===== src/rtl/cache_arbiter_if.sv =====
// ---------------------------------------------------------------------------
// cache_arbiter_if
//   Bundle of every signal between the I-cache, the D-cache, the shared
//   physical memory and the arbiter that sits between them.
//
//   Ports / signals:
//     i_pmem_read, i_pmem_address          I-cache line-fill request
//     i_pmem_rdata, i_pmem_resp            fill data / completion to I-cache
//     d_pmem_read, d_pmem_write            D-cache fill / write-back request
//     d_pmem_address, d_pmem_wdata         D-cache address / write-back data
//     d_pmem_rdata, d_pmem_resp            fill data / completion to D-cache
//     pmem_read, pmem_write                shared memory strobes
//     pmem_address, pmem_wdata             shared memory command
//     pmem_rdata, pmem_resp                shared memory return path
//
//   Modports:
//     master : the arbiter itself (masters the shared memory, serves caches)
//     slave  : the environment around it (caches + memory)
// ---------------------------------------------------------------------------
interface cache_arbiter_if #(
  parameter int ADDR_W = 32,
  parameter int LINE_W = 256
);

  logic              i_pmem_read;
  logic [ADDR_W-1:0] i_pmem_address;
  logic [LINE_W-1:0] i_pmem_rdata;
  logic              i_pmem_resp;

  logic              d_pmem_read;
  logic              d_pmem_write;
  logic [ADDR_W-1:0] d_pmem_address;
  logic [LINE_W-1:0] d_pmem_wdata;
  logic [LINE_W-1:0] d_pmem_rdata;
  logic              d_pmem_resp;

  logic              pmem_read;
  logic              pmem_write;
  logic [ADDR_W-1:0] pmem_address;
  logic [LINE_W-1:0] pmem_wdata;
  logic [LINE_W-1:0] pmem_rdata;
  logic              pmem_resp;

  modport master (
    input  i_pmem_read, i_pmem_address,
    input  d_pmem_read, d_pmem_write, d_pmem_address, d_pmem_wdata,
    input  pmem_rdata, pmem_resp,
    output i_pmem_rdata, i_pmem_resp,
    output d_pmem_rdata, d_pmem_resp,
    output pmem_read, pmem_write, pmem_address, pmem_wdata
  );

  modport slave (
    output i_pmem_read, i_pmem_address,
    output d_pmem_read, d_pmem_write, d_pmem_address, d_pmem_wdata,
    output pmem_rdata, pmem_resp,
    input  i_pmem_rdata, i_pmem_resp,
    input  d_pmem_rdata, d_pmem_resp,
    input  pmem_read, pmem_write, pmem_address, pmem_wdata
  );

endinterface


===== src/rtl/cache_arbiter.sv =====
// ---------------------------------------------------------------------------
// cache_arbiter
//   Shares one physical memory port between an I-cache and a D-cache.
//   One transaction is in flight at a time. Requests are sampled only in
//   IDLE; a tie is broken round-robin against the last grant (reset leaves
//   last grant = I so the D-cache wins the first tie). On grant the address,
//   operation and (for write-backs) data are captured in command registers
//   which alone drive the memory side until pmem_resp is seen.
//
//   Ports:
//     clk  : sole clock, rising edge
//     rst  : asynchronous, active-high reset
//     bus  : cache_arbiter_if.master (cache requests, memory command/return)
// ---------------------------------------------------------------------------
module cache_arbiter #(
  parameter int ADDR_W = 32,
  parameter int LINE_W = 256
) (
  input  logic             clk,
  input  logic             rst,
  cache_arbiter_if.master  bus
);

  localparam logic [1:0] IDLE   = 2'd0;
  localparam logic [1:0] I_BUSY = 2'd1;
  localparam logic [1:0] D_BUSY = 2'd2;

  localparam logic GRANT_I = 1'b0;
  localparam logic GRANT_D = 1'b1;

  logic [1:0]        state_q,      state_d;
  logic              last_grant_q, last_grant_d;
  logic              cmd_read_q,   cmd_read_d;
  logic              cmd_write_q,  cmd_write_d;
  logic [ADDR_W-1:0] cmd_addr_q,   cmd_addr_d;
  logic [LINE_W-1:0] cmd_wdata_q,  cmd_wdata_d;

  logic i_req;
  logic d_req;
  logic grant_i;
  logic grant_d;

  assign i_req = bus.i_pmem_read;
  assign d_req = bus.d_pmem_read | bus.d_pmem_write;

  // Grant decision, only meaningful in IDLE.
  always_comb begin
    // NOTE: every variable gets a default before any branch, so no path
    // through the block leaves it unassigned and no latch is inferred.
    grant_i = 1'b0;
    grant_d = 1'b0;
    if (state_q == IDLE) begin
      if (i_req && d_req) begin
        // Tie: serve whoever was not served last.
        grant_d = (last_grant_q == GRANT_I);
        grant_i = ~grant_d;
      end else begin
        grant_i = i_req;
        grant_d = d_req;
      end
    end
  end

  always_comb begin
    state_d      = state_q;
    last_grant_d = last_grant_q;
    cmd_read_d   = cmd_read_q;
    cmd_write_d  = cmd_write_q;
    cmd_addr_d   = cmd_addr_q;
    cmd_wdata_d  = cmd_wdata_q;

    case (state_q)
      IDLE: begin
        if (grant_d) begin
          state_d      = D_BUSY;
          last_grant_d = GRANT_D;
          cmd_addr_d   = bus.d_pmem_address;
          // Write wins over read so a dirty victim is written back
          // before the fill that replaces it.
          cmd_write_d  = bus.d_pmem_write;
          cmd_read_d   = ~bus.d_pmem_write;
          if (bus.d_pmem_write) begin
            cmd_wdata_d = bus.d_pmem_wdata;
          end
        end else if (grant_i) begin
          state_d      = I_BUSY;
          last_grant_d = GRANT_I;
          cmd_addr_d   = bus.i_pmem_address;
          cmd_read_d   = 1'b1;
          cmd_write_d  = 1'b0;
        end
      end

      I_BUSY, D_BUSY: begin
        // The requester may drop its request; only pmem_resp ends the
        // transaction. Strobes fall together with the return to IDLE.
        if (bus.pmem_resp) begin
          state_d     = IDLE;
          cmd_read_d  = 1'b0;
          cmd_write_d = 1'b0;
        end
      end

      default: begin
        state_d     = IDLE;
        cmd_read_d  = 1'b0;
        cmd_write_d = 1'b0;
      end
    endcase
  end

  // NOTE: sequential state uses non-blocking assignments so every register
  // samples the pre-edge value of every other register.
  always_ff @(posedge clk or posedge rst) begin
    if (rst) begin
      // NOTE: the wide command registers are reset too, because the memory
      // side must show address and data as zero until the first grant.
      state_q      <= IDLE;
      last_grant_q <= GRANT_I;
      cmd_read_q   <= 1'b0;
      cmd_write_q  <= 1'b0;
      cmd_addr_q   <= '0;
      cmd_wdata_q  <= '0;
    end else begin
      state_q      <= state_d;
      last_grant_q <= last_grant_d;
      cmd_read_q   <= cmd_read_d;
      cmd_write_q  <= cmd_write_d;
      cmd_addr_q   <= cmd_addr_d;
      cmd_wdata_q  <= cmd_wdata_d;
    end
  end

  assign bus.pmem_read    = cmd_read_q;
  assign bus.pmem_write   = cmd_write_q;
  assign bus.pmem_address = cmd_addr_q;
  assign bus.pmem_wdata   = cmd_wdata_q;

  // Completion is steered to the owner in the same cycle; a response that
  // arrives while IDLE belongs to nobody and is dropped.
  assign bus.i_pmem_resp  = bus.pmem_resp & (state_q == I_BUSY);
  assign bus.d_pmem_resp  = bus.pmem_resp & (state_q == D_BUSY);

  assign bus.i_pmem_rdata = bus.pmem_rdata;
  assign bus.d_pmem_rdata = bus.pmem_rdata;

endmodule

===== src/flat_wrapper.sv =====
// flat-port wrapper written by rule: the top's interface ports become plain ports
module cache_arbiter_flat 
#(
  parameter int ADDR_W = 32,
  parameter int LINE_W = 256
)
  (clk, rst, bus_i_pmem_read, bus_i_pmem_address, bus_d_pmem_read, bus_d_pmem_write, bus_d_pmem_address, bus_d_pmem_wdata, bus_pmem_rdata, bus_pmem_resp, bus_i_pmem_rdata, bus_i_pmem_resp, bus_d_pmem_rdata, bus_d_pmem_resp, bus_pmem_read, bus_pmem_write, bus_pmem_address, bus_pmem_wdata);
  cache_arbiter_if #(.ADDR_W(ADDR_W), .LINE_W(LINE_W)) bus_i ();
  input  logic clk;
  input  logic rst;
  input wire logic [$bits(bus_i.i_pmem_read)-1:0] bus_i_pmem_read;
  input wire logic [$bits(bus_i.i_pmem_address)-1:0] bus_i_pmem_address;
  input wire logic [$bits(bus_i.d_pmem_read)-1:0] bus_d_pmem_read;
  input wire logic [$bits(bus_i.d_pmem_write)-1:0] bus_d_pmem_write;
  input wire logic [$bits(bus_i.d_pmem_address)-1:0] bus_d_pmem_address;
  input wire logic [$bits(bus_i.d_pmem_wdata)-1:0] bus_d_pmem_wdata;
  input wire logic [$bits(bus_i.pmem_rdata)-1:0] bus_pmem_rdata;
  input wire logic [$bits(bus_i.pmem_resp)-1:0] bus_pmem_resp;
  output wire logic [$bits(bus_i.i_pmem_rdata)-1:0] bus_i_pmem_rdata;
  output wire logic [$bits(bus_i.i_pmem_resp)-1:0] bus_i_pmem_resp;
  output wire logic [$bits(bus_i.d_pmem_rdata)-1:0] bus_d_pmem_rdata;
  output wire logic [$bits(bus_i.d_pmem_resp)-1:0] bus_d_pmem_resp;
  output wire logic [$bits(bus_i.pmem_read)-1:0] bus_pmem_read;
  output wire logic [$bits(bus_i.pmem_write)-1:0] bus_pmem_write;
  output wire logic [$bits(bus_i.pmem_address)-1:0] bus_pmem_address;
  output wire logic [$bits(bus_i.pmem_wdata)-1:0] bus_pmem_wdata;
  assign bus_i.i_pmem_read = bus_i_pmem_read;
  assign bus_i.i_pmem_address = bus_i_pmem_address;
  assign bus_i.d_pmem_read = bus_d_pmem_read;
  assign bus_i.d_pmem_write = bus_d_pmem_write;
  assign bus_i.d_pmem_address = bus_d_pmem_address;
  assign bus_i.d_pmem_wdata = bus_d_pmem_wdata;
  assign bus_i.pmem_rdata = bus_pmem_rdata;
  assign bus_i.pmem_resp = bus_pmem_resp;
  assign bus_i_pmem_rdata = bus_i.i_pmem_rdata;
  assign bus_i_pmem_resp = bus_i.i_pmem_resp;
  assign bus_d_pmem_rdata = bus_i.d_pmem_rdata;
  assign bus_d_pmem_resp = bus_i.d_pmem_resp;
  assign bus_pmem_read = bus_i.pmem_read;
  assign bus_pmem_write = bus_i.pmem_write;
  assign bus_pmem_address = bus_i.pmem_address;
  assign bus_pmem_wdata = bus_i.pmem_wdata;
  cache_arbiter #(.ADDR_W(ADDR_W), .LINE_W(LINE_W)) u_core (.clk(clk), .rst(rst), .bus(bus_i));
endmodule

===== config.mk =====
export PLATFORM = sky130hd
export DESIGN_NAME = cache_arbiter_flat
export DESIGN_NICKNAME = d
export VERILOG_FILES = /design/src/rtl/cache_arbiter_if.sv /design/src/rtl/cache_arbiter.sv /design/src/flat_wrapper.sv
export SDC_FILE = /design/constraint.sdc
export NUM_CORES = 1
export LEC_CHECK = 0
export BUFFER_PORTS_ARGS = -buffer_cell sky130_fd_sc_hd__buf_2
export CAP_MARGIN = 20
export CORE_AREA = 2 2 543 545
export CTS_CLUSTER_SIZE = 14
export DETAILED_ROUTE_END_ITERATION = 8
export DIE_AREA = 0 0 545 547
export SLEW_MARGIN = 25
export SYNTH_ARGS = -nofsm -noshare
export SYNTH_HDL_FRONTEND = slang
export SYNTH_SLANG_ARGS = --single-unit

===== constraint.sdc =====
create_clock -name clk -period 13.04 [get_ports clk]
set_input_delay 1.956 -clock clk [delete_from_list [all_inputs] [get_ports clk]]
set_output_delay 1.956 -clock clk [all_outputs]
set_load 0.005 [all_outputs]

==> summary.md <==
| Metric | Value |
|---|---|
| GRT overflow | 0 |
| Place WS | 7.81 ns |
| Slew Viols, Final | 0 |
| Fmax | 0.223 GHz |
| RSZ-0062 raised after global routing | no |
| Pwr dens | 257 nW/um2 |
| Post-CTS sizing | 0 |
| Setup crit end kind | flip-flop |
| Clock power frac | 0.203 |
| Yosys warning count | 0 |
| CTS Hold Buffers Added | 0 |
| Hpwl dp | 149 mm |
| Area Growth Syn to Fin | 31.6% |
| Crit-path max cell delay | 0.63 ns |
| Crit-path cells | buf_2 > nand2_2 > nand3_4 > buf_4 > buf_12 > mux2_4 |
| Top cell type's share of synthesized area | 0.455 |
| R2r endpoint | u_core.bus.pmem_wdata[215]$_DFFE_PP0P_ |
| Total Die Area | 298000 um2 |
| Worst-path clk slew | 0.06 ns |
| First-pass GRT wire length | 181 mm |
| Worst-Margin Slew | 1.27 ns |
| Max Cap Viol | 0 |
| Crit path max fanout | 115 |
| WP data arrival | 5.00 ns |
| Worst Setup SP | bus_i_pmem_read |
| Cell accounting for the most synthesized area | dfrtp_1 |
| Crit path to | u_core.bus.pmem_wdata[215]$_DFFE_PP0P_ |
| Setup ws final | 8.56 ns |
| Worst path bufs/invs | 3 |
| R2R depth | 5 |
| Slowest cell on crit path | nand3_4 |
| Gr usage total | 0.103 |
| Number of antenna violations at the first check in global routing | 101 |
| Fill count | 34000 |
| Reg-to-reg setup timing slack | 9.66 ns |
| Core area | 293000 um2 |
| Hold Crit Class | reg2reg |
| Num CTS Buffers | 37 |
| Status | finished, final reports clean |
| Sw Pwr | 2.37 mW |
| Fin nets | 1895 |
| CP Launch Type | input pin |
| Met2 global-route usage | 0.176 |
| Via density | 1.92 |
| Num ports | 1386 |
| DRC | 0 |
| Std-Cell Rows | 199 |
| Final Cycle Share | 0.343 |
| Critical Path Stages | 6 |
| Rel. slew slack | 0.153 |
| GR peak layer | met2 |
| Worst skew pair latency | 0.63 ns |
| IO buf count | 617 |
| Yosys cell types | 28 |
| Flop pwr share | 0.310 |
| Gate Count Post-Synth | 1200 |
| VDD IR max | 0.137 mV |
| Synth area leaders | dfrtp_1, buf_4, mux2_4 |
| CTS tree | done |
| Setup TNS | 0 ns |
| Initial drt markers | 739 |
| Area of the multi-input gates | 4470 um2 |
| Combinational Power Share | 0.486 |
| Final min period | 4.48 ns |
| CTS H-Tree Depth | 2 |
| DRT Pass-1 Iters | 5 |
| Share of post-route cells with drive strength above 1 | 0.714 |
| Worst setup path class | in2reg |
| Synthesized Nets | 1785 |
| Post-Syn Area | 16100 um2 |
| Vias in the first global route | 9967 |
| M1 GR Usage | 0.0805 |
| Seq/Total Area, Yosys | 0.455 |
| Post-CTS Setup Bufs | 0 |
| Switching share of power | 0.435 |
| Wire per inst | 30.6 um |
| Largest delay share family, worst path | buffers and inverters |
| Syn_area_per_cell | 13.4 um2 |
| Clk_skew | 0.0411 ns |
| Antenna-violating nets left | 0 |
| CTS Sinks | 293 |
| CTS Root Cell | clkbuf_16 |
| Final setup viols | 0 |
| Met3 Use GR | 0.102 |
| RR Startpoint | u_core.last_grant_q$_DFFE_PP0P_ |
| Die extent in y | 547 um |
| Max Root-Sink Buffers | 3 |
| P_int | 3.07 mW |
| Final hold viol count | 0 |
| Via count | 10100 |
| Register Area | 7330 um2 |
| Register bit total from synthesis | 293 |
| Starting Density | 0.0551 |
| Drt total wl | 161 mm |
| Largest net degree at the start of global routing | 134 |
| CP required | 13.56 ns |
| Gpl congestion | 0.728 |
| DIE WIDTH | 545 um |
| Leakage power | 9.18 nW |
worst min-delay path by stage:
stage / start / to / slack, ns / depth (start not counted)
floorplan: u_core.bus.pmem_read$_DFFE_PP0P_ / u_core.bus.pmem_read$_DFFE_PP0P_ / 0.48 / 1
global placement: u_core.bus.pmem_read$_DFFE_PP0P_ / u_core.bus.pmem_read$_DFFE_PP0P_ / 0.48 / 1
detailed placement: u_core.bus.pmem_wdata[161]$_DFFE_PP0P_ / u_core.bus.pmem_wdata[161]$_DFFE_PP0P_ / 0.49 / 1
CTS: u_core.bus.pmem_wdata[161]$_DFFE_PP0P_ / u_core.bus.pmem_wdata[161]$_DFFE_PP0P_ / 0.50 / 1
global route: u_core.bus.pmem_wdata[129]$_DFFE_PP0P_ / u_core.bus.pmem_wdata[129]$_DFFE_PP0P_ / 0.52 / 1
finish: u_core.bus.pmem_wdata[187]$_DFFE_PP0P_ / u_core.bus.pmem_wdata[187]$_DFFE_PP0P_ / 0.50 / 1
flip-flops by register name (all words and copies together) (netlist names):
name,cells
u_core.bus.pmem_address,32
u_core.bus.pmem_wdata,256
u_core.last_grant_q,1
u_core.state_q,2
u_core.bus.pmem_read,1
u_core.bus.pmem_write,1
metrics by stage:
step                std cells    util  total power [mW]  hold WS [ns]  cell area (um2)
global route             5260  0.0725              5.79         0.516            21200
CTS                      5255  0.0724              5.64         0.503            21200
floorplan                1200       -              2.82         0.484            16100
global placement         5189  0.0680              4.43         0.480            19900
detailed placement       5189  0.0680              4.48         0.486            19900
finish                   5263  0.0725              5.44         0.502            21200
kinds of logic after synthesis:
family | count (synthesis) | share of synthesized area
compound gates | 42 | 0.0241
fa+ha+maj | 3 | 0.00233
buf+inv | 560 | 0.268
flops | 293 | 0.455
mux | 257 | 0.233
simple gates | 45 | 0.0179
worst reg2reg max path, cell delays in order, from the launching register on:
cell and delay (ns):
dfrtp_1 0.38, nand2_2 0.37, nand3_4 0.64, buf_4 0.51, buf_12 0.53, mux2_4 0.85
layout by cell type (no fill, tap or decap), types with 3 or more instances in the layout:
cell type   count
a21oi_1         3
a221o_1        30
and3_1         32
buf_2         617
buf_4           6
bufinv_16       3
clkbuf_1        3
clkbuf_16      37
clkbuf_8        6
clkinv_2        8
clkinv_4        3
clkinvlp_4      3
dfrtp_1       293
diode_2         7
ha_1            3
inv_1           4
mux2_2         28
mux2_4        229
o22ai_1         3
power groups by stage:
stage / clock [mW] / combinational (mW) / sequential [mW]
floorplan: 0 / 1.15 / 1.66
global placement: 0 / 2.74 / 1.69
detailed placement: 0 / 2.77 / 1.71
CTS: 1.16 / 2.78 / 1.70
global route: 1.18 / 2.86 / 1.75
finish: 1.11 / 2.65 / 1.69
cells in the mapped netlist, drive strengths merged:
master and count:
nor2 2, o22a 1, nand3 2, o21bai 1, o22ai 3, and2 2, o21a 1, buf 549
nor2b 2, ha 3, inv 5, a21boi 1, and3 32, a221o 32, mux2 257, clkbuf 6
nand2b 1, nand2 3, a21oi 3, dfrtp 293, nor3 1
routing by layer:
layer  vias to the layer above  wire (um)
li1                       3758          -
met1                      4622      44300
met2                      1347      75900
met3                       383      35300
met4                         7       5400
met5                         -        153
area by class of cell:
| class | count | share of cell area |
|---|---|---|
| Antenna cell | 7 | 0.000826 |
| Inverter | 5 | 0.00147 |
| Timing Repair Buffer | 626 | 0.150 |
| Sequential cell | 293 | 0.346 |
| Tap cell | 3919 | 0.231 |
| Clock inverter | 20 | 0.0122 |
| Clock buffer | 46 | 0.0481 |
| Multi-Input combinational cell | 347 | 0.211 |
(Power assumes the default switching activity.)
